<file path="config.mk">
export PLATFORM = sky130hd
export DESIGN_NAME = bp_be_fe_pairer
export DESIGN_NICKNAME = d
export VERILOG_FILES = /design/src/rtl/bp_be_fe_pairer.sv
export SDC_FILE = /design/constraint.sdc
export NUM_CORES = 1
export LEC_CHECK = 0
export CAP_MARGIN = 20
export CORE_MARGIN = 2
export CORE_UTILIZATION = 47
export CTS_CLUSTER_SIZE = 16
export DETAILED_ROUTE_END_ITERATION = 6
export PLACE_DENSITY = 0.75
export SLEW_MARGIN = 20
export SYNTH_ARGS = -nofsm -noshare
export SYNTH_HDL_FRONTEND = slang
export SYNTH_SLANG_ARGS = --single-unit
</file>
<file path="constraint.sdc">
create_clock -name clk_i -period 6.3 [get_ports clk_i]
set_input_delay 0.63 -clock clk_i [delete_from_list [all_inputs] [get_ports clk_i]]
set_output_delay 0.63 -clock clk_i [all_outputs]
set_load 0.01 [all_outputs]
</file>
<file path="src/rtl/bp_be_fe_pairer.sv">
// bp_be_fe_pairer
//   Pairing buffer between the FE queue and the issue queue. Holds up to els_p
//   FE packets in order and presents them as an (older, younger) pair or as a
//   single packet in slot 1. Non-fetch messages always go out alone; a lone
//   fetch packet is released solo after single_timeout_p cycles at the head.
//
// Parameters
//   bp_params_p       processor configuration (0 = default cfg, 39-bit vaddr;
//                     any other value selects a 32-bit vaddr layout)
//   single_timeout_p  cycles a lone fetch waits before going out solo
//   els_p             FIFO depth, power of two, >= 2
//
// Ports
//   clk_i             clock, rising edge
//   reset_n_i         asynchronous active-low reset
//   clr_v_i           flush, discards all held packets
//   fe_queue_i        packet from FE: {msg_type[1:0], vaddr, instr}
//   fe_queue_v_i      packet valid
//   fe_queue_ready_o  packet can be accepted this cycle
//   fe_queue1_o       head (older) packet, always driven
//   fe_queue2_o       head+1 (younger) packet, always driven
//   fe_queue_v1_o     slot 1 valid
//   fe_queue_v2_o     slot 2 valid (only with slot 1)
//   fe_queue_ready_i  issue queue ready
module bp_be_fe_pairer #(
  parameter int unsigned bp_params_p      = 0,
  parameter int unsigned single_timeout_p = 2,
  parameter int unsigned els_p            = 4,
  localparam int unsigned vaddr_width_lp    = (bp_params_p == 0) ? 39 : 32,
  localparam int unsigned fe_queue_width_lp = 2 + vaddr_width_lp + 32
) (
  input  logic                         clk_i,
  input  logic                         reset_n_i,
  input  logic                         clr_v_i,
  input  logic [fe_queue_width_lp-1:0] fe_queue_i,
  input  logic                         fe_queue_v_i,
  output logic                         fe_queue_ready_o,
  output logic [fe_queue_width_lp-1:0] fe_queue1_o,
  output logic [fe_queue_width_lp-1:0] fe_queue2_o,
  output logic                         fe_queue_v1_o,
  output logic                         fe_queue_v2_o,
  input  logic                         fe_queue_ready_i
);

  typedef enum logic [1:0] {
    e_instr_fetch        = 2'd0,
    e_itlb_miss          = 2'd1,
    e_instr_page_fault   = 2'd2,
    e_instr_access_fault = 2'd3
  } msg_type_e;

  localparam int unsigned PTR_W  = $clog2(els_p);
  localparam int unsigned PTRF_W = PTR_W + 1;
  localparam int unsigned CNT_W  = $clog2(els_p + 1);
  localparam int unsigned WAIT_W = (single_timeout_p == 0) ? 1 : $clog2(single_timeout_p + 1);

  logic [fe_queue_width_lp-1:0] r_mem [els_p];
  logic [PTRF_W-1:0]            r_rd_ptr;
  logic [PTRF_W-1:0]            r_wr_ptr;
  logic [CNT_W-1:0]             r_count;
  logic [WAIT_W-1:0]            r_wait;

  logic [PTR_W-1:0] w_head_idx;
  logic [PTR_W-1:0] w_next_idx;
  msg_type_e        w_head_type;
  msg_type_e        w_next_type;
  logic             w_head_fetch;
  logic             w_next_fetch;
  logic             w_lone_fetch;
  logic             w_enq;
  logic [1:0]       w_deq_n;

  assign w_head_idx = r_rd_ptr[PTR_W-1:0];
  // Power-of-two depth: the index add wraps els_p-1 -> 0 on its own.
  assign w_next_idx = w_head_idx + PTR_W'(1);

  assign fe_queue1_o = r_mem[w_head_idx];
  assign fe_queue2_o = r_mem[w_next_idx];

  assign w_head_type  = msg_type_e'(fe_queue1_o[fe_queue_width_lp-1 -: 2]);
  assign w_next_type  = msg_type_e'(fe_queue2_o[fe_queue_width_lp-1 -: 2]);
  assign w_head_fetch = (w_head_type == e_instr_fetch);
  assign w_next_fetch = (w_next_type == e_instr_fetch);

  assign fe_queue_ready_o = ~clr_v_i & (r_count < CNT_W'(els_p));
  assign w_enq            = fe_queue_v_i & fe_queue_ready_o;

  always_comb begin
    fe_queue_v1_o = 1'b0;
    fe_queue_v2_o = 1'b0;
    w_lone_fetch  = 1'b0;
    if (r_count == '0) begin
      fe_queue_v1_o = 1'b0;
    end else if (!w_head_fetch) begin
      fe_queue_v1_o = 1'b1;
    end else if (r_count >= CNT_W'(2)) begin
      fe_queue_v1_o = 1'b1;
      fe_queue_v2_o = w_next_fetch;
    end else begin
      w_lone_fetch  = 1'b1;
      fe_queue_v1_o = (r_wait >= WAIT_W'(single_timeout_p));
    end
  end

  assign w_deq_n = fe_queue_ready_i ? ({1'b0, fe_queue_v1_o} + {1'b0, fe_queue_v2_o}) : 2'd0;

  always_ff @(posedge clk_i or negedge reset_n_i) begin
    if (!reset_n_i) begin
      r_rd_ptr <= '0;
      r_wr_ptr <= '0;
      r_count  <= '0;
      r_wait   <= '0;
    end else if (clr_v_i) begin
      r_rd_ptr <= '0;
      r_wr_ptr <= '0;
      r_count  <= '0;
      r_wait   <= '0;
    end else begin
      r_rd_ptr <= r_rd_ptr + PTRF_W'(w_deq_n);
      r_wr_ptr <= r_wr_ptr + PTRF_W'(w_enq);
      r_count  <= r_count + CNT_W'(w_enq) - CNT_W'(w_deq_n);
      // An arrival restarts the wait so the lone fetch gets a chance to pair.
      if (!w_lone_fetch || w_enq) begin
        r_wait <= '0;
      end else if (!fe_queue_v1_o && (r_wait != '1)) begin
        r_wait <= r_wait + WAIT_W'(1);
      end
    end
  end

  always_ff @(posedge clk_i) begin
    if (w_enq) begin
      r_mem[r_wr_ptr[PTR_W-1:0]] <= fe_queue_i;
    end
  end

  // Pointer distance (wrap bits included) must always equal the occupancy.
  a_ptr_count: assert property (@(posedge clk_i) disable iff (!reset_n_i)
    CNT_W'(r_wr_ptr - r_rd_ptr) == r_count);
  a_v2_needs_v1: assert property (@(posedge clk_i) disable iff (!reset_n_i)
    fe_queue_v2_o |-> fe_queue_v1_o);

endmodule

</file>
* Word level (Yosys, flattened, before mapping)
Memories as Yosys holds them, arrays and structs flattened.
Cells that the tools add are included.
** Storage, ports and cells
- Bits in registers :: 11
- Memory bits (writable) :: 292
- Memories :: 1
** Memories
- r_mem :: depth 4, width 73, read ports 2, clocked after memory_dff 0, write ports 1, RTL line 57 : logic [fe_queue_width_lp-1:0] r_mem [els_p];
** Cells by class
- Add/subtract/negate cells :: 7
- Order comparisons :: 3
- Equality and inequality tests :: 1
- Multiplexer cells :: 18
- Bitwise gates (word level) :: 3
- Reduce and logical (&&, ||, !) cells :: 8
** Operators with widths (number)
- $mux 1 :: 11
- $mux 3 :: 3
- $mux 2 :: 4
- $add 3x1->3 :: 2
- $add 2x1->2 const B :: 2
- $logic_not 2->1 :: 2
- $add 3x2->3 :: 1
- $ge 3x2->1 const B :: 1
- $logic_not 3->1 :: 1
- $lt 3x3->1 const B :: 1
- $reduce_bool 3->1 :: 1
- $sub 3x2->3 :: 1
- $add 1x1->2 :: 1
- $and 1x1->1 :: 2
- $ge 2x2->1 const B :: 1
- $logic_not 1->1 :: 2
- $ne 2x2->1 const B :: 1
- $logic_and 1x1->1 :: 1
- $logic_or 1x1->1 :: 1
- $not 1->1 :: 1

* Longest topological paths before layout
An unclocked memory read counts as a cell.
- Depth in word-level cells :: 10
- Depth in mapped cells :: 13

* Worst setup path after synthesis
OpenSTA, ideal clock, no wires.
- Path type :: input-to-reg
- Start point :: in clr_v_i
- End point :: mem r_mem[1][0] (netlist bit), enable pin
- Setup time :: 0.609 ns
- Data arrival time :: 6.567 ns
- Required time :: 5.691 ns
- Path slack :: -0.876 ns
- Cell stages on the path :: 4
- Buffers on the path :: 1
- Cell sequence :: clkbuf_1 -> nor2_1 -> nand2_1 -> nor3b_1
** On the way
- Word-level cells in the longest chain between the ends :: 5
** Ends and longest elaborated chain
- start, declared :: RTL line 34 : input logic clr_v_i,
- $not 1->1 :: RTL line 85 : assign fe_queue_ready_o = ~clr_v_i & (r_count < CNT_W'(els_p));
- $and 1x1->1 :: RTL line 85
- via fe_queue_ready_o :: RTL line 37 : output logic fe_queue_ready_o,
- $and 1x1->1 :: RTL line 86 : assign w_enq = fe_queue_v_i & fe_queue_ready_o;
- $mux 1 :: RTL line 132 : if (w_enq) begin
- $mux 1 (implied by the code) :: RTL line 133 : r_mem[r_wr_ptr[PTR_W-1:0]] <= fe_queue_i;
- end, declared :: RTL line 57
The timed path passes the listed nets, and every way through them passes these cells.

* Worst setup path after layout
- Start point :: reg r_rd_ptr[0]
- End point :: out fe_queue1_o[69]
** On the way
- Word-level cells in the longest chain between the ends :: 1
** Ends and longest elaborated chain
- start, declared :: RTL line 58 : logic [PTRF_W-1:0] r_rd_ptr;
- start signal, assigned :: RTL line 119 : r_rd_ptr <= r_rd_ptr + PTRF_W'(w_deq_n);
- $mem_v2 4x73
- end, declared :: RTL line 38 : output logic [fe_queue_width_lp-1:0] fe_queue1_o,
No other way between the ends.

==> results.toml <==
[yosys]
synthCells = 528
yosysWarnings = 0
seq_area_frac_synth = 0.700
synth_area_leaders = "edfxtp_1, mux4_2, dfrtp_1"
synth_cell_types = 32
syn_nets = 615
synth_top_area_share = 0.683
ys_seq_elements = 301
syn_area_um2 = 12800
synth_area_leader_cell = "edfxtp_1"
syn_area_per_cell_um2 = 24.3

[clock_tree]
cts_setup_buffers = 0
hold_buffers = 0
cts_buffers = 30
cts.sinks = 301
cts_tree = "yes"
post_cts_resized = 0
clkTransAtPathRegs_ns = 0.06
cts_buffer_depth = 3
ctsHtreeMaxLevel = 1
clock_latency_ns = 0.55
root_buffer = "clkbuf_16"

[die]
io_pins = 227
die_x_um = 169
die_y_um = 169
row_count = 60
initial_utilization = 0.478
dieArea_um2 = 28700
design.core.area_um2 = 26900

[layout]
mostFrequentLayoutCell = "edfxtp_1"
final_nets = 851
drive_gt1_frac = 0.268
layout_common_cells = "edfxtp_1, clkdlybuf4s50_1, mux4_2, clkbuf_16, buf_4"
area_growth_pct = 28.3

[power]
power_frac_clock = 0.284
p_leak_nw = 5.15
switchingPower_w = 0.00168
power_switching_share = 0.265
power_frac_seq = 0.383
ir_drop_v = 0.000288
comb_power_share = 0.333
power.density_nw_per_um2 = 384
p_int_w = 0.00465

[sta]
hold_viol_final = 0
slew_viol_final = 0
timing.final.crit_share = 0.647
min_period_ns = 4.08
worst_pin_slew_ns = 0.943
rsz0062_at_grt = "false"
relSlewSlack = 0.371
hold_ws_ns = 0.403
setup_violations = 0
fmax_ghz = 0.245
fin_setup_tns_ns = 0
skew_ns = 0.0203

[critical_path]
path_delay_family = "buffers and inverters"
r2r_cells = 12
r2r_start = "r_rd_ptr[0]"
end_kind = "output port"
critPathSlowestCell = "dfrtp_4"
critPathKind = "reg2out"
path_buf_inv = 2
worst_path_largest_cell_delay_ns = 0.89
worst-path-max-fanout = 71
required_ns = 5.67
crit_path_start_kind = "flop"
arrival_ns = 3.45
path_cells = "buf_4, mux4_2, clkdlybuf4s50_1"
ff2ff_setup_slack_ns = 2.43
r2r_end = "r_count[2]"

[detailed_routing]
wl_per_cell_um = 24.2
routed-via-count = 6677
drt_iter0_drc = 517
drc = 0
dr.pass1.iters = 4
ant_nets = 0
via_per_inst = 5.91
wl_mm = 27.3

[run_status]
outcome = "completed"

[place]
port_buffers = 226
finalWeightedCongestion = 0.814
post-dp-hpwl_mm = 17.5

[global_route]
grt_pass1_vias = 7205
grt_overflow = 0
grt_pass1_wl_mm = 41.8
grt_max_degree = 72
antenna_found_initial = 1
grtUsageTotal = 0.191

[hold_path]
worstHoldPathType = "in2async"

[job]
drv_cap = 0
-- synthesized netlist by cell type, drive strengths merged --
cell type and n:
or4 1, nor4b 1, nand2b 1, nand2 2, inv 5, and2 1
o21a 1, xnor2 4, nor2b 3, or3b 1, mux4 146, a2111oi 2
clkbuf 1, or3 1, dfrtp 9, nor3 1, nor3b 2, edfxtp 292
xor2 1, o21ai 2, buf 32, a211o 1, o41ai 1, nor2 5
fa 1, ha 8, and3 1, or2 2
-- cell type report --
class	count	area (µm²)
sequential	301	9000
inverter	5	18.8
multi-input combinational	189	3670
fill	1818	10400
clock buffer	35	791
antenna	1	2.50
timing repair buffer	237	2340
tap	341	427
clock inverter	20	219
-- how the worst max path moves through the flow --
stage | start | to | slack (ns) | cells past startpoint
2_1_floorplan | clr_v_i | r_mem[1][0] | -0.88 | 4
3_3_place_gp | r_rd_ptr[0] | r_count[2] | 2.49 | 12
3_5_place_dp | r_rd_ptr[0] | r_count[2] | 2.40 | 12
4_1_cts | r_rd_ptr[0] | fe_queue1_o[69] | 2.11 | 3
5_1_grt | r_rd_ptr[1] | fe_queue1_o[8] | 2.00 | 3
6_report | r_rd_ptr[0] | fe_queue1_o[69] | 2.22 | 3
-- logic make-up (layout without fill, tap and decap cells) --
family,Yosys count,in the layout,share of synthesized area
compound gates,7,7,0.00507
xor+xnor,5,5,0.00341
fa+ha+maj,9,9,0.00936
buf+inv,38,297,0.0150
flops,301,301,0.700
mux,146,146,0.256
other cells,0,1,0
simple gates,22,22,0.0106
-- power by group through the flow --
stage | combinational, W | sequential (W) | clock, W
after global routing | 0.00224 | 0.00244 | 0.00192
final | 0.00211 | 0.00242 | 0.00180
after detailed placement | 0.00212 | 0.00246 | 0
after CTS | 0.00214 | 0.00242 | 0.00184
after floorplan | 0.00124 | 0.00237 | 0
after global placement | 0.00210 | 0.00245 | 0
-- layer usage --
layer | up-vias | part of all wire | track usage
met1 | 3493 | 0.39 | 0.247
met4 | 0 | 0.019 | 0.0405
met3 | 35 | 0.10 | 0.0695
met5 | - | 0 | 0
li1 | 2827 | - | -
met2 | 322 | 0.48 | 0.316
-- through the flow --
step	cells	utilization	worst slack (ns)	total power, W	cell area (µm²)
final	1129	0.613	2.22	0.00632	16500
after global routing	1128	0.613	2.00	0.00660	16500
after CTS	1128	0.613	2.11	0.00641	16500
after detailed placement	1073	0.575	2.40	0.00459	15500
after global placement	1073	0.575	2.49	0.00455	15500
after floorplan	528	-	-0.876	0.00361	12800
-- flip-flops by register name (all words and copies together) (netlist names) --
name      count
r_wr_ptr      2
r_rd_ptr      2
r_wait        2
r_count       3
r_mem       292
-- worst register-to-register path: cells and delay by family, from the launching register on --
family                     cells  cell delay (ns)
adders and majority gates      4             1.11
and+or+nand+nor                4             0.84
muxes                          1             0.64
xor gates and xnor gates       1             0.16
DFF                            1             0.89
buffers and inverters          2             0.11
Power figures use the tool's default switching activity.
